`src/rtl/eth_frame_codec.sv`:
```
// RMII (2-bit) Ethernet frame codec.
// TX: frames a payload dibit stream as preamble/SFD, MAC header, payload,
//     CRC-32 FCS and inter-frame gap, one dibit per clock.
// RX: reorders each received byte MSB-dibit-first and checks the FCS residue.
// Handshake (TX upstream): tx_stall is registered; in any cycle where
// tx_stall=0 the dibit on tx_axiid (qualified by tx_axiiv) is consumed at the
// next rising clock edge. With tx_stall=1 upstream must hold its dibit.
// tx_axiiv=0 while tx_stall=0 produces a zero padding dibit on the wire.
module eth_frame_codec #(
  parameter logic [47:0] SRC_MAC       = 48'h69_69_5A_06_54_91,
  parameter logic [47:0] DST_MAC       = 48'hFF_FF_FF_FF_FF_FF,
  parameter logic [15:0] ETHERTYPE     = 16'h0800,
  parameter int unsigned PAYLOAD_BYTES = 46,
  parameter int unsigned IFG_DIBITS    = 48
) (
  input  logic       clk,
  input  logic       rst,
  input  logic       cancelled,
  input  logic       tx_axiiv,
  input  logic [1:0] tx_axiid,
  output logic       tx_stall,
  output logic       phy_txen,
  output logic [1:0] phy_txd,
  input  logic       rx_axiiv,
  input  logic [1:0] rx_axiid,
  output logic       rx_axiov,
  output logic [1:0] rx_axiod,
  output logic       done,
  output logic       kill
);

  localparam logic [2:0] ST_IDLE = 3'd0;
  localparam logic [2:0] ST_PRE  = 3'd1;
  localparam logic [2:0] ST_HDR  = 3'd2;
  localparam logic [2:0] ST_PAY  = 3'd3;
  localparam logic [2:0] ST_FCS  = 3'd4;
  localparam logic [2:0] ST_IFG  = 3'd5;

  localparam logic [15:0]  PRE_LAST = 16'd31;
  localparam logic [15:0]  HDR_LAST = 16'd55;
  localparam logic [15:0]  PAY_LAST = 16'(PAYLOAD_BYTES * 4 - 1);
  localparam logic [15:0]  FCS_LAST = 16'd15;
  localparam logic [15:0]  IFG_LAST = 16'(IFG_DIBITS - 1);
  localparam logic [31:0]  CRC_INIT = 32'hFFFF_FFFF;
  localparam logic [31:0]  CRC_RESIDUE = 32'hDEBB_20E3;
  localparam logic [111:0] HDR = {DST_MAC, SRC_MAC, ETHERTYPE};

  // Reflected CRC-32 step over one dibit, bit 0 first.
  function automatic logic [31:0] crc_dibit(input logic [31:0] c, input logic [1:0] d);
    logic [31:0] r;
    r = c;
    for (int i = 0; i < 2; i++) begin
      if (r[0] ^ d[i]) r = (r >> 1) ^ 32'hEDB8_8320;
      else             r = r >> 1;
    end
    return r;
  endfunction

  // Header dibit idx: bytes MSB-first across the field, bits LSB-first in a byte.
  function automatic logic [1:0] hdr_dibit(input logic [5:0] idx);
    logic [111:0] sh;
    logic [7:0]   b;
    sh = HDR << {idx[5:2], 3'b000};
    b  = sh[111:104];
    case (idx[1:0])
      2'd0:    return b[1:0];
      2'd1:    return b[3:2];
      2'd2:    return b[5:4];
      default: return b[7:6];
    endcase
  endfunction

  // ---------------- TX path ----------------
  logic [2:0]  tx_state_q, tx_state_d;
  logic [15:0] tx_cnt_q, tx_cnt_d;
  logic [31:0] tx_crc_q, tx_crc_d;
  logic        phy_txen_q, phy_txen_d;
  logic [1:0]  phy_txd_q, phy_txd_d;
  logic        tx_stall_q, tx_stall_d;
  logic [31:0] fcs_sh;
  logic        tx_active;

  // TX sequencing; the wire outputs are computed from the next state so the
  // registered outputs line up with tx_state_q.
  always_comb begin
    tx_state_d = tx_state_q;
    tx_cnt_d   = tx_cnt_q;
    tx_crc_d   = tx_crc_q;
    phy_txen_d = 1'b0;
    phy_txd_d  = 2'b00;
    fcs_sh     = 32'd0;
    tx_active  = (tx_state_q == ST_PRE) || (tx_state_q == ST_HDR) ||
                 (tx_state_q == ST_PAY) || (tx_state_q == ST_FCS);

    case (tx_state_q)
      ST_IDLE: if (tx_axiiv) begin tx_state_d = ST_PRE; tx_cnt_d = 16'd0; end
      ST_PRE:
        if (tx_cnt_q == PRE_LAST) begin tx_state_d = ST_HDR; tx_cnt_d = 16'd0; end
        else tx_cnt_d = tx_cnt_q + 16'd1;
      ST_HDR:
        if (tx_cnt_q == HDR_LAST) begin tx_state_d = ST_PAY; tx_cnt_d = 16'd0; end
        else tx_cnt_d = tx_cnt_q + 16'd1;
      ST_PAY:
        if (tx_cnt_q == PAY_LAST) begin tx_state_d = ST_FCS; tx_cnt_d = 16'd0; end
        else tx_cnt_d = tx_cnt_q + 16'd1;
      ST_FCS:
        if (tx_cnt_q == FCS_LAST) begin tx_state_d = ST_IFG; tx_cnt_d = 16'd0; end
        else tx_cnt_d = tx_cnt_q + 16'd1;
      ST_IFG:
        if (tx_cnt_q == IFG_LAST) begin
          // The gap's last cycle doubles as the idle check so back-to-back
          // frames are separated by exactly IFG_DIBITS quiet cycles.
          tx_state_d = tx_axiiv ? ST_PRE : ST_IDLE;
          tx_cnt_d   = 16'd0;
        end else tx_cnt_d = tx_cnt_q + 16'd1;
      default: begin tx_state_d = ST_IDLE; tx_cnt_d = 16'd0; end
    endcase

    if (cancelled && tx_active) begin
      tx_state_d = ST_IFG;
      tx_cnt_d   = 16'd0;
    end

    case (tx_state_d)
      ST_PRE: begin
        phy_txen_d = 1'b1;
        phy_txd_d  = (tx_cnt_d == PRE_LAST) ? 2'b11 : 2'b01;
        tx_crc_d   = CRC_INIT;
      end
      ST_HDR: begin
        phy_txen_d = 1'b1;
        phy_txd_d  = hdr_dibit(tx_cnt_d[5:0]);
        tx_crc_d   = crc_dibit(tx_crc_q, phy_txd_d);
      end
      ST_PAY: begin
        phy_txen_d = 1'b1;
        phy_txd_d  = tx_axiiv ? tx_axiid : 2'b00;
        tx_crc_d   = crc_dibit(tx_crc_q, phy_txd_d);
      end
      ST_FCS: begin
        phy_txen_d = 1'b1;
        fcs_sh     = (~tx_crc_q) >> {tx_cnt_d[3:0], 1'b0};
        phy_txd_d  = fcs_sh[1:0];
      end
      default: tx_crc_d = CRC_INIT;
    endcase

    // Open the stall one cycle ahead: the dibit presented while tx_stall=0
    // is the one registered onto the wire in the following payload cycle.
    tx_stall_d = !(((tx_state_d == ST_HDR) && (tx_cnt_d == HDR_LAST)) ||
                   ((tx_state_d == ST_PAY) && (tx_cnt_d != PAY_LAST)));
  end

  // TX state and output registers.
  always_ff @(posedge clk or negedge rst) begin
    if (!rst) begin
      tx_state_q <= ST_IDLE;
      tx_cnt_q   <= 16'd0;
      tx_crc_q   <= CRC_INIT;
      phy_txen_q <= 1'b0;
      phy_txd_q  <= 2'b00;
      tx_stall_q <= 1'b1;
    end else begin
      tx_state_q <= tx_state_d;
      tx_cnt_q   <= tx_cnt_d;
      tx_crc_q   <= tx_crc_d;
      phy_txen_q <= phy_txen_d;
      phy_txd_q  <= phy_txd_d;
      tx_stall_q <= tx_stall_d;
    end
  end

  // ---------------- RX path ----------------
  logic [1:0]  rx_cnt_q, rx_cnt_d;
  logic [5:0]  rx_col_q, rx_col_d;
  logic [5:0]  rx_out_q, rx_out_d;
  logic [1:0]  rx_rem_q, rx_rem_d;
  logic        rx_axiov_q, rx_axiov_d;
  logic [1:0]  rx_axiod_q, rx_axiod_d;
  logic        rx_prev_q, rx_prev_d;
  logic [31:0] rx_crc_q, rx_crc_d;
  logic        done_q, done_d;
  logic        kill_q, kill_d;

  // Byte reorder (collect buffer + drain buffer) and FCS residue check.
  always_comb begin
    rx_cnt_d   = rx_cnt_q;
    rx_col_d   = rx_col_q;
    rx_out_d   = rx_out_q;
    rx_rem_d   = rx_rem_q;
    rx_axiov_d = 1'b0;
    rx_axiod_d = 2'b00;
    rx_prev_d  = rx_axiiv;
    rx_crc_d   = rx_crc_q;
    done_d     = done_q;
    kill_d     = kill_q;

    // Drain the remaining dibits of the previous byte (d2, d1, d0).
    if (rx_rem_q != 2'd0) begin
      rx_axiov_d = 1'b1;
      rx_axiod_d = rx_out_q[5:4];
      rx_out_d   = {rx_out_q[3:0], 2'b00};
      rx_rem_d   = rx_rem_q - 2'd1;
    end

    // Collect; on the fourth dibit emit it directly and hand d2..d0 to the
    // drain buffer, which is empty by then even for back-to-back bytes.
    if (rx_axiiv) begin
      if (rx_cnt_q == 2'd3) begin
        rx_axiov_d = 1'b1;
        rx_axiod_d = rx_axiid;
        rx_out_d   = rx_col_q;
        rx_rem_d   = 2'd3;
        rx_cnt_d   = 2'd0;
      end else begin
        case (rx_cnt_q)
          2'd0:    rx_col_d[1:0] = rx_axiid;
          2'd1:    rx_col_d[3:2] = rx_axiid;
          default: rx_col_d[5:4] = rx_axiid;
        endcase
        rx_cnt_d = rx_cnt_q + 2'd1;
      end
    end else begin
      rx_cnt_d = 2'd0;  // drop any partial byte
    end

    if (rx_axiiv && !rx_prev_q) begin
      rx_crc_d = crc_dibit(CRC_INIT, rx_axiid);
      done_d   = 1'b0;
      kill_d   = 1'b0;
    end else if (rx_axiiv) begin
      rx_crc_d = crc_dibit(rx_crc_q, rx_axiid);
    end else if (rx_prev_q) begin
      done_d   = 1'b1;
      kill_d   = (rx_crc_q != CRC_RESIDUE);
      rx_crc_d = CRC_INIT;
    end
  end

  // RX registers.
  always_ff @(posedge clk or negedge rst) begin
    if (!rst) begin
      rx_cnt_q   <= 2'd0;
      rx_col_q   <= 6'd0;
      rx_out_q   <= 6'd0;
      rx_rem_q   <= 2'd0;
      rx_axiov_q <= 1'b0;
      rx_axiod_q <= 2'b00;
      rx_prev_q  <= 1'b0;
      rx_crc_q   <= CRC_INIT;
      done_q     <= 1'b0;
      kill_q     <= 1'b0;
    end else begin
      rx_cnt_q   <= rx_cnt_d;
      rx_col_q   <= rx_col_d;
      rx_out_q   <= rx_out_d;
      rx_rem_q   <= rx_rem_d;
      rx_axiov_q <= rx_axiov_d;
      rx_axiod_q <= rx_axiod_d;
      rx_prev_q  <= rx_prev_d;
      rx_crc_q   <= rx_crc_d;
      done_q     <= done_d;
      kill_q     <= kill_d;
    end
  end

  assign tx_stall = tx_stall_q;
  assign phy_txen = phy_txen_q;
  assign phy_txd  = phy_txd_q;
  assign rx_axiov = rx_axiov_q;
  assign rx_axiod = rx_axiod_q;
  assign done     = done_q;
  assign kill     = kill_q;

endmodule

```
`config.mk`:
```
export PLATFORM = sky130hd
export DESIGN_NAME = eth_frame_codec
export DESIGN_NICKNAME = d
export VERILOG_FILES = /design/src/rtl/eth_frame_codec.sv
export SDC_FILE = /design/constraint.sdc
export NUM_CORES = 1
export LEC_CHECK = 0
export BUFFER_PORTS_ARGS = -buffer_cell sky130_fd_sc_hd__buf_2
export CAP_MARGIN = 40
export CELL_PAD_IN_SITES_DETAIL_PLACEMENT = 0
export CELL_PAD_IN_SITES_GLOBAL_PLACEMENT = 1
export CORE_ASPECT_RATIO = 1.4
export CORE_UTILIZATION = 45
export CTS_CLUSTER_DIAMETER = 40
export CTS_CLUSTER_SIZE = 10
export DETAILED_ROUTE_END_ITERATION = 6
export GPL_TIMING_DRIVEN = 0
export MAX_ROUTING_LAYER = met4
export PLACE_DENSITY_LB_ADDON = 0.1
export SYNTH_ARGS = -nofsm -noshare
export SYNTH_HDL_FRONTEND = slang
export SYNTH_SLANG_ARGS = --single-unit
```
`constraint.sdc`:
```
create_clock -name clk -period 3.8 [get_ports clk]
set_input_delay 0.76 -clock clk [delete_from_list [all_inputs] [get_ports clk]]
set_output_delay 0.76 -clock clk [all_outputs]
set_load 0.005 [all_outputs]
```
==> results of run 1 <==
[per-stage QoR]
| step | area [um2] | utilization (%) | hold slack, ps |
|---|---|---|---|
| after floorplan | 6900 | - | 444 |
| after global placement | 7220 | 48.2 | 457 |
| after detailed placement | 7270 | 48.5 | 461 |
| after CTS | 7880 | 52.6 | 358 |
| after global routing | 8090 | 54.0 | 383 |
| final | 8090 | 54.0 | 345 |
[state kept, by name (all words and copies together) (netlist names), 2 cells and up]
signal,count
tx_cnt_q,16
rx_axiod,2
rx_col_q,6
rx_rem_q,2
tx_crc_q,32
rx_crc_q,32
rx_out_q,6
phy_txd,2
rx_cnt_q,2
tx_state_q,3
[what timing repair did]
item,CTS,global route
cloned,1,1
endpoints found under the setup margin,24,26
resized for setup,31,43
pin swaps,15,11
setup buffers,20,10
[cell usage after synthesis (10+ instances only)]
library cell / number / share of area [%]
sky130_fd_sc_hd__o21ai_0: 79 / 5.8
sky130_fd_sc_hd__nand2_1: 68 / 3.7
sky130_fd_sc_hd__dfstp_2: 65 / 25
sky130_fd_sc_hd__dfrtp_1: 44 / 16
sky130_fd_sc_hd__inv_1: 40 / 2.2
sky130_fd_sc_hd__nor2_1: 40 / 2.2
sky130_fd_sc_hd__a21oi_1: 34 / 2.5
sky130_fd_sc_hd__clkbuf_1: 31 / 1.7
sky130_fd_sc_hd__nor3_1: 30 / 2.2
sky130_fd_sc_hd__xor2_1: 27 / 3.4
sky130_fd_sc_hd__mux2_2: 22 / 3.6
sky130_fd_sc_hd__o22a_1: 13 / 1.7
sky130_fd_sc_hd__ha_1: 11 / 2.0
sky130_fd_sc_hd__a31oi_1: 10 / 0.91
sky130_fd_sc_hd__nand4_1: 10 / 0.91
[layout make-up]
cell class	count	area share, %
buffer	46	2.89
clock buffer	11	3.00
clock inverter	5	0.804
inverter	41	1.96
multi-input combinational	534	48.9
sequential	109	34.8
tap	192	2.97
timing repair buffer	51	4.61
[cell usage in the layout, fill, tap and decap left out, drive strengths merged, types with 4 or more instances in the layout]
cell type and n:
o21ai 86, o21bai 4, a21oi 36, xor2 27, o211a 4, nand2 70
a21o 4, nor2 40, and3 7, a21boi 8, clkbuf 43, a221oi 9
nand2b 4, nor3 30, inv 43, a222oi 8, a31oi 10, dfstp 65
a22o 4, and2 9, a311oi 4, nor4 9, nor2b 6, xnor3 6
o22ai 8, or3 4, dfrtp 44, ha 11, xnor2 8, o211ai 4
nand4 10, o22a 13, mux2 22, mux2i 4, buf 65, a211oi 9
nand3 9
[cells by family after synthesis]
family	share of synthesized area, %
DFF	40.9
buffers and inverters	5.52
AOI/OAI and AO/OA	24.6
xor gates and xnor gates	6.44
muxes	4.19
adders and majority gates	2.17
and+or+nand+nor	16.1
[power by group]
part	total, mW	switching (mW)	leakage (nW)	internal (mW)
combinational	2.70	1.57	1.92	1.13
clock	1.01	0.469	0.144	0.538
sequential	1.44	0.108	1.25	1.33
[how the worst min path moves through the flow]
stage                              endpoint  cells past startpoint
finish                tx_cnt_q[6]$_DFF_PN0_                      1
global placement      rx_out_q[4]$_DFF_PN0_                      2
detailed placement  rx_crc_q[2]$_DFFE_PN1P_                      2
global route          tx_cnt_q[6]$_DFF_PN0_                      1
floorplan             rx_out_q[2]$_DFF_PN0_                      2
CTS                   tx_cnt_q[6]$_DFF_PN0_                      1
[routing by layer]
metal,share of wire [%],vias up
met5,0,-
met4,2.0,0
met3,4.3,30
met2,49,192
met1,44,2960
li1,-,2804
==> results.toml, run 1 <==
[synth]
ys_ff_latch = 109
synth.lib_cells_used.distinct = 78
syn-mean-instance-area_um2 = 9.37
synth_area_mm2 = 0.00686
synth_edf_count = 0
dominantRegCellSynth = "sky130_fd_sc_hd__dfstp_2"
syn-instance-count = 732
post_syn_nets = 752
sequential_share_of_the_synthesized_area_pct = 40.9
async_reset_ff_share_pct = 100
ys_warn_count = 0

[worst_hold_path]
hold_path_class = "input pin to async pin"

[run_status]
outcome = "finished, violations left"
violations = "setup timing"

[final_layout]
layout-drive-gt1-share_pct = 30.4
final-seq-area_mm2 = 0.00282
layout.filler_cells = 1401
antenna_cells = 0
final_cells = 989
area_delta_synth_final_pct = 17.9
num-nets-final = 812
multi_input_area_mm2 = 0.00396

[critical_path]
worst-path-buf-inv = 4
critical-path-top-delay-family = "compound AO/OA/AOI/OAI gates"
timing.critical_path.required_ps = 4090
cp_data_arrival_time_ps = 4300
worst_setup_path_start_kind = "register"
cells_along_the_critical_path = "nor4_4, buf_4, nand4bb_4, o211ai_2, and4_4, buf_8, and3_4, o22ai_4, nand2_2, inv_4, ha_4, nor2_1, a31oi_1, o32a_1, o32ai_2, a32oi_2, xnor2_2, buf_6, xnor3_1, o21ai_2"
cp_max_fo = 5
max_stage_delay_ps = 430
launch_point_of_the_worst_path = "tx_cnt_q[14]$_DFF_PN0_"
regToRegSetupSlack_ps = -210
worstSetupPathDepth = 20
worstSetupPathType = "register to register"
crit_path_top_delay_cell = "sky130_fd_sc_hd__dfrtp_2"
reg2reg_depth = 20
end_kind = "register"
rr_endpoint = "tx_crc_q[23]$_DFFE_PN1P_"
r2r-start = "tx_cnt_q[14]$_DFF_PN0_"
worstSetupEndpoint = "tx_crc_q[23]$_DFFE_PN1P_"

[detailed_routing]
drt_first_iter_violations = 376
wl_per_cell_um = 19.4
drt_drc_violations_left = 0
wl_um = 19200
antenna_violating_nets_post_route = 0
vias_per_cell = 6.05
num_vias = 5986
drt_pass1_iterations = 5

[global_route]
grt_max_degree = 42
grt_pass1_vias = 5807
grt_usage_pct = 25.7
globalRouteMet1Util_pct = 33.3
globalRoute.busiestLayer = "met2"
grt_util_met3_pct = 3.37
grt_overflow = 0
use_met2_pct = 41.1
antenna_found_initial = 0
grt_first_pass_wirelength_um = 30800

[sta]
tns_ps = -2300
grt_setup_unrepaired = "yes"
final.period_utilization_pct = 105
setup_viol = 14
max_freq_ghz = 0.250
finalHoldViolations = 0
worst-slew-pin-transition_ps = 859
skew_ps = 8.59
period_needed_ps = 4010
final_max_slew_viol_count = 0
final_critical_path_setup_slack_ps = -205
maxSlewHeadroom_pct = 42.3

[clock_tree]
cts_tree = "done"
clock_tree.buffer_depth = 2
cts-hold-fix-buffers = 0
h-tree-depth = 3
cts_num_sinks = 109
cts_made_buffers = 9
worst_setup_hold_path_clk_slew_ps = 80
worst_skew_pair.late_latency_ps = 360
ctsRootBufferMaster = "sky130_fd_sc_hd__clkbuf_16"

[die]
row_count = 53
area_of_the_die_mm2 = 0.0158
initial_utilization_pct = 45.8
placeableCoreArea_mm2 = 0.0150
io-pin-count = 18
die_y_um = 148
die_w_um = 106

[place]
dp_slack_ps = -676
place_hpwl_um = 13000
dp.cells = 944
place.gp.congestion = 0.883
port_buffers = 17

[power_and_ir_drop]
cellPowerDensity_mw_per_mm2 = 635
power.static_leakage_nw = 3.31
p_total_mw = 5.14
ir_drop_mv = 0.293

[run]
drv_cap = 0
(Power assumes the default switching activity.)
==> run 2: changes to the inputs <==
--- a/config.mk
+++ b/config.mk
@@ -6,7 +6,7 @@
 export NUM_CORES = 1
 export LEC_CHECK = 0
 export BUFFER_PORTS_ARGS = -buffer_cell sky130_fd_sc_hd__buf_2
-export CAP_MARGIN = 40
+export CAP_MARGIN = 5
 export CELL_PAD_IN_SITES_DETAIL_PLACEMENT = 0
 export CELL_PAD_IN_SITES_GLOBAL_PLACEMENT = 1
 export CORE_ASPECT_RATIO = 1.4
==> constraint.sdc (replaced) <==
create_clock -name clk -period 3.6 [get_ports clk]
set_input_delay 0.72 -clock clk [delete_from_list [all_inputs] [get_ports clk]]
set_output_delay 0.72 -clock clk [all_outputs]
set_load 0.005 [all_outputs]
==> results.toml, run 2 (same netlist as run 1, synthesis figures left out) <==
[run_status]
outcome = "finished, violations left"
violations = "DRC, setup timing"

[sta]
finalHoldViolations = 0
skew_ps = 7.16
period_needed_ps = 3980
grt_setup_unrepaired = "yes"
final_max_slew_viol_count = 0
final.period_utilization_pct = 111
maxSlewHeadroom_pct = 37.1
max_freq_ghz = 0.251
setup_viol = 21
worst-slew-pin-transition_ps = 937
final_critical_path_setup_slack_ps = -382

[final_layout]
largestRegisters = "rx_crc_q (32), tx_crc_q (32), tx_cnt_q (16)"
num-nets-final = 814
layout.filler_cells = 1406
layout_commonest_cell = "sky130_fd_sc_hd__o21ai_0"
final_cells = 991
antenna_cells = 0
utilization_pct = 54.2
area_delta_synth_final_pct = 18.4
layout.cells.most_common_list = "sky130_fd_sc_hd__o21ai_0, sky130_fd_sc_hd__nand2_1, sky130_fd_sc_hd__dfstp_2, sky130_fd_sc_hd__nor2_1, sky130_fd_sc_hd__dfrtp_1"
layout-drive-gt1-share_pct = 30.3

[die]
die_y_um = 148
placeableCoreArea_mm2 = 0.0150
initial_utilization_pct = 45.8
row_count = 53
area_of_the_die_mm2 = 0.0158
die_w_um = 106
io-pin-count = 18

[detailed_routing]
wl_um = 18900
antenna_violating_nets_post_route = 0
wl_per_cell_um = 19.0
drt_drc_violations_left = 4
num_vias = 5946
drt_pass1_iterations = 7
drt_first_iter_violations = 443
vias_per_cell = 6.00

[critical_path]
timing.critical_path.required_ps = 3880
end_kind = "register"
r2r-start = "tx_cnt_q[13]$_DFF_PN0_"
worst_setup_path_start_kind = "register"
cp_data_arrival_time_ps = 4260
worstSetupEndpoint = "tx_crc_q[14]$_DFFE_PN1P_"
launch_point_of_the_worst_path = "tx_cnt_q[13]$_DFF_PN0_"
regToRegSetupSlack_ps = -380
cp_max_fo = 5
reg2reg_depth = 20
rr_endpoint = "tx_crc_q[14]$_DFFE_PN1P_"
worstSetupPathType = "register to register"

[place]
place_hpwl_um = 12900
dp_slack_ps = -898
place.gp.congestion = 0.894
dp.cells = 942
port_buffers = 17

[power_and_ir_drop]
cellPowerDensity_mw_per_mm2 = 686
power.static_leakage_nw = 3.35
ir_drop_mv = 0.484

[global_route]
grt_usage_pct = 25.5
grt_pass1_vias = 5834
grt_first_pass_wirelength_um = 30600
grt_overflow = 0
antenna_found_initial = 0
grt_max_degree = 73

[clock_tree]
cts_made_buffers = 9
worst_setup_hold_path_clk_slew_ps = 70
clock_tree.buffer_depth = 2
h-tree-depth = 3
worst_skew_pair.late_latency_ps = 360
cts_num_sinks = 109
cts-hold-fix-buffers = 0
ctsRootBufferMaster = "sky130_fd_sc_hd__clkbuf_16"
cts_tree = "done"

[worst_hold_path]
hold_path_class = "input pin to async pin"

[run]
drv_cap = 0
run 2: cell count changes in the layout (fill, tap and decap cells not counted), sizes merged:
cell and change:
bufinv +1, buf +5, clkbuf -4
run 2: worst max-delay path: stages, from the launching register on:
cell	delay, ps
sky130_fd_sc_hd__dfrtp_2	430
sky130_fd_sc_hd__nor4_4	280
sky130_fd_sc_hd__buf_6	170
sky130_fd_sc_hd__nand4bb_4	140
sky130_fd_sc_hd__o211ai_2	200
sky130_fd_sc_hd__and4_4	290
sky130_fd_sc_hd__buf_8	100
sky130_fd_sc_hd__and3_4	190
sky130_fd_sc_hd__o22ai_4	70
sky130_fd_sc_hd__nand2_2	100
sky130_fd_sc_hd__inv_4	50
sky130_fd_sc_hd__ha_4	210
sky130_fd_sc_hd__nor2_1	80
sky130_fd_sc_hd__a31oi_1	80
sky130_fd_sc_hd__o32a_1	310
sky130_fd_sc_hd__o32ai_2	110
sky130_fd_sc_hd__a32oi_2	190
sky130_fd_sc_hd__xnor2_2	350
sky130_fd_sc_hd__buf_4	230
sky130_fd_sc_hd__a21oi_2	100
sky130_fd_sc_hd__o22ai_1	210
run 2: worst min-delay path by stage:
stage | start | endpoint | cells past startpoint | slack (ps)
5_1_grt | rst | tx_cnt_q[6]$_DFF_PN0_ | 1 | 380
4_1_cts | rst | tx_cnt_q[6]$_DFF_PN0_ | 1 | 350
3_5_place_dp | rx_col_q[4]$_DFFE_PN0P_ | rx_out_q[4]$_DFF_PN0_ | 2 | 460
3_3_place_gp | rx_col_q[5]$_DFFE_PN0P_ | rx_out_q[5]$_DFF_PN0_ | 2 | 460
6_report | rst | tx_cnt_q[6]$_DFF_PN0_ | 1 | 330
2_1_floorplan | rst | done$_DFFE_PN0P_ | 0 | 420
run 2: repair_timing:
action | 4_1_cts | 5_1_grt
resized for setup | 26 | 49
buffers inserted | 21 | 13
setup endpoints to repair | 24 | 36
pin swaps | 12 | 19
gates cloned | 1 | 0
run 2: cell type report:
| type | count | area [um2] | share of cell area, % |
|---|---|---|---|
| tap | 192 | 240 | 2.96 |
| multi-input combinational | 534 | 3930 | 48.4 |
| timing repair buffer | 53 | 393 | 4.84 |
| clock inverter | 6 | 98.8 | 1.22 |
| buffer | 46 | 244 | 3.00 |
| sequential | 109 | 2820 | 34.7 |
| inverter | 41 | 163 | 2.00 |
| clock buffer | 10 | 239 | 2.94 |
run 2: per-stage QoR:
step	area, um2	setup TNS, ps	hold slack (ps)	power [mW]
5_1_grt	8130	-9450	378	5.89
4_1_cts	7880	-6110	349	5.35
2_1_floorplan	6900	-2060	424	3.30
3_5_place_dp	7250	-16630	459	3.92
6_report	8130	-5290	330	5.57
3_3_place_gp	7220	-15120	456	3.90
run 2: report_power, final:
group,leakage [nW],internal (mW),switching [mW]
sequential,1.25,1.40,0.112
combinational,1.94,1.28,1.64
clock,0.163,0.642,0.491
run 2: routing by layer:
layer  track usage, %  part of all wire (%)  vias to the layer above
met5                -                     0                        -
met4             10.6                   2.5                        0
met3             2.32                   3.4                       39
met2             41.5                    49                      150
met1             32.5                    45                     2952
li1                 -                     -                     2805
==> run 3: changes to the inputs <==
--- a/config.mk
+++ b/config.mk
@@ -5,12 +5,13 @@
 export SDC_FILE = /design/constraint.sdc
 export NUM_CORES = 1
 export LEC_CHECK = 0
+export ABC_AREA = 1
 export BUFFER_PORTS_ARGS = -buffer_cell sky130_fd_sc_hd__buf_2
 export CAP_MARGIN = 5
 export CELL_PAD_IN_SITES_DETAIL_PLACEMENT = 0
 export CELL_PAD_IN_SITES_GLOBAL_PLACEMENT = 1
 export CORE_ASPECT_RATIO = 1.4
-export CORE_UTILIZATION = 45
+export CORE_UTILIZATION = 43
 export CTS_CLUSTER_DIAMETER = 40
 export CTS_CLUSTER_SIZE = 10
 export DETAILED_ROUTE_END_ITERATION = 6
==> results.toml, run 3 <==
[place]
place.gp.congestion = 0.865
placedInstanceArea_mm2 = 0.00738
dp.cells = 1158
dp_slack_ps = -337
port_buffers = 17
place_hpwl_um = 14700

[global_route]
grt_max_degree = 80
grt_overflow = 0
antenna_found_initial = 1
grt_pass1_vias = 6520
grt_usage_pct = 27.1
grt_first_pass_wirelength_um = 34000

[sta]
maxSlewHeadroom_pct = 41.6
max_freq_ghz = 0.291
final.period_utilization_pct = 95.3
skew_ps = 11.6
finalHoldViolations = 0
worst-slew-pin-transition_ps = 876
final_max_slew_viol_count = 0
period_needed_ps = 3430
final_critical_path_setup_slack_ps = 169
setup_viol = 0

[critical_path]
worst_setup_path_start_kind = "register"
end_kind = "register"
cp_data_arrival_time_ps = 3700
timing.critical_path.required_ps = 3870
reg2reg_depth = 24
worstSetupPathType = "register to register"
cp_max_fo = 8

[final_layout]
finish.instance_area_mm2 = 0.00788
area_delta_synth_final_pct = 12.2
layout-drive-gt1-share_pct = 19.0
layout.cells.most_common_list = "sky130_fd_sc_hd__nand2_1, sky130_fd_sc_hd__inv_1, sky130_fd_sc_hd__nand3_1, sky130_fd_sc_hd__nor2_1, sky130_fd_sc_hd__o21ai_0"
final_cells = 1182
layout_commonest_cell = "sky130_fd_sc_hd__nand2_1"
largestRegisters = "rx_crc_q (32), tx_crc_q (32), tx_cnt_q (16)"
num-nets-final = 1000

[die]
die_w_um = 110
io-pin-count = 18
area_of_the_die_mm2 = 0.0168
initial_utilization_pct = 44.6
placeableCoreArea_mm2 = 0.0157
die_y_um = 153
row_count = 54

[power_and_ir_drop]
seq_power_share_pct = 52.3
power_switching_mw = 0.757
ir_drop_mv = 0.232
power.static_leakage_nw = 3.86
netSwitchingFraction_pct = 28.2
clock_power_share_pct = 37.2
power_frac_comb_pct = 10.5
cellPowerDensity_mw_per_mm2 = 342
cellInternalPower_mw = 1.93

[clock_tree]
worst_skew_pair.late_latency_ps = 360
ctsRootBufferMaster = "sky130_fd_sc_hd__clkbuf_16"
cts_tree = "done"
cts_made_buffers = 9
cts-hold-fix-buffers = 0
clock_tree.buffer_depth = 2
h-tree-depth = 3
cts_num_sinks = 109
worst_setup_hold_path_clk_slew_ps = 70

[run_status]
outcome = "complete, no violations"

[synth]
synth_commonest_cells = "sky130_fd_sc_hd__nand2_1, sky130_fd_sc_hd__inv_1, sky130_fd_sc_hd__nor2_1"
ys_ff_latch = 109
sequential_share_of_the_synthesized_area_pct = 40.0
dominantRegCellSynth = "sky130_fd_sc_hd__dfstp_2"
top_count_cell_post_synth = "sky130_fd_sc_hd__nand2_1"
main_area_contributors_after_synthesis = "sky130_fd_sc_hd__dfstp_2, sky130_fd_sc_hd__dfrtp_1, sky130_fd_sc_hd__nand2_1"
ys_warn_count = 0
yosys.area.top_type_share_pct = 24.3
synth.lib_cells_used.distinct = 46
synth_area_mm2 = 0.00702
post_syn_nets = 964
synthDominantAreaCellType = "sky130_fd_sc_hd__dfstp_2"
async_reset_ff_share_pct = 100
syn-instance-count = 944
syn-mean-instance-area_um2 = 7.43
synth_edf_count = 0

[detailed_routing]
drt_first_iter_violations = 517
drt_pass1_iterations = 7
drt_drc_violations_left = 0
vias_per_cell = 5.48
antenna_violating_nets_post_route = 0
num_vias = 6474
wl_per_cell_um = 17.6
wl_um = 20800

[worst_hold_path]
hold_path_class = "input pin to async pin"

[run]
drv_cap = 0
==> run 3: changes by cell type after synthesis, moves of 17 or more <==
cell                      change
sky130_fd_sc_hd__nand3_1     +79
sky130_fd_sc_hd__nand2_1    +106
sky130_fd_sc_hd__nor2_1      +50
sky130_fd_sc_hd__mux2_2      -21
sky130_fd_sc_hd__a22oi_1     +25
sky130_fd_sc_hd__a21oi_1     +32
sky130_fd_sc_hd__nor3_1      -17
sky130_fd_sc_hd__inv_1       +94
==> run 3: timing repair <==
action,CTS,global route
gates resized for setup,7,31
setup buffers,1,6
gates cloned,0,1
pin swaps,2,11
endpoints found under the hold margin,0,0
setup endpoints to repair,21,21
==> run 3: metrics by stage <==
stage                     util (%)  setup TNS [ps]  hold WS (ps)  total power, mW
after detailed placement      46.9           -5020           475             1.71
final                         50.0               0           240             2.69
after floorplan                  -               0           424             1.59
after global routing          50.0           -42.6           258             2.83
after global placement        46.7           -5150           467             1.70
after CTS                     48.9               0           245             2.72
==> run 3: final cells by class <==
type / instances / area (um2)
buffer: 25 / 119
multi-input combinational: 669 / 3700
inverter: 141 / 534
timing repair buffer: 25 / 175
clock inverter: 7 / 66.3
clock buffer: 9 / 225
fill: 1625 / 7870
tap: 196 / 245
sequential: 109 / 2810
antenna: 1 / 2.50
==> run 3: path summary, 6_finish.rpt <==
kind | startpoint | end | slack, ps
setup / recovery | tx_cnt_q[10]$_DFF_PN0_ | tx_crc_q[30]$_DFFE_PN1P_ | 170
hold / removal | rst | tx_cnt_q[11]$_DFF_PN0_ | 240
setup reg to reg | tx_cnt_q[10]$_DFF_PN0_ | tx_crc_q[30]$_DFFE_PN1P_ | 170
hold reg to reg | rx_col_q[0]$_DFFE_PN0P_ | rx_col_q[0]$_DFFE_PN0P_ | 490
max in group asynchronous | rst | tx_crc_q[16]$_DFFE_PN1P_ | 2610
min in group clk | rx_col_q[0]$_DFFE_PN0P_ | rx_col_q[0]$_DFFE_PN0P_ | 490
==> run 3: cells by family (layout without fill, tap and decap cells) <==
logic type      Yosys count  in the layout  share of synthesized area [%]
mux                       1              1                          0.160
compound gates          199            199                           16.2
simple gates            432            433                           29.1
other cells               0              1                              0
xor+xnor                 25             25                           3.33
flops                   109            109                           40.0
fa+ha+maj                11             11                           1.96
buf+inv                 167            207                           9.25
==> run 3: power by group through the flow <==
stage	clock, mW	combinational (mW)	sequential (mW)
4_1_cts	1.02	0.286	1.41
5_1_grt	1.08	0.329	1.42
3_3_place_gp	0	0.277	1.43
2_1_floorplan	0	0.182	1.41
3_5_place_dp	0	0.285	1.42
6_report	1.00	0.282	1.41
==> run 3: metal layers <==
metal  global-route usage [%]  share of wire [%]  vias up
li1                         -                  -     3189
met1                     33.4                 43     3091
met2                     44.8                 50      155
met3                     4.01                4.0       39
met4                     9.33                2.5        0
met5                        -                  0        -
==> run 3: critical path: stages, from the launching register on <==
cell and delay [ps]:
sky130_fd_sc_hd__dfrtp_1 360, sky130_fd_sc_hd__buf_4 160, sky130_fd_sc_hd__nor2_2 130, sky130_fd_sc_hd__nand2_2 90
sky130_fd_sc_hd__nor2_8 230, sky130_fd_sc_hd__buf_6 130, sky130_fd_sc_hd__nand4_1 110, sky130_fd_sc_hd__nand2_1 140
sky130_fd_sc_hd__nand2_2 90, sky130_fd_sc_hd__nand2_1 80, sky130_fd_sc_hd__nand2_2 80, sky130_fd_sc_hd__nand2_4 90
sky130_fd_sc_hd__inv_1 100, sky130_fd_sc_hd__ha_1 240, sky130_fd_sc_hd__nand3_1 90, sky130_fd_sc_hd__nand3_1 140
sky130_fd_sc_hd__a21oi_2 220, sky130_fd_sc_hd__nand2_4 110, sky130_fd_sc_hd__nand2_4 120, sky130_fd_sc_hd__nand2_8 110
sky130_fd_sc_hd__nand2_8 130, sky130_fd_sc_hd__inv_4 70, sky130_fd_sc_hd__nand2_1 60, sky130_fd_sc_hd__nand3_1 60
sky130_fd_sc_hd__a22oi_1 180
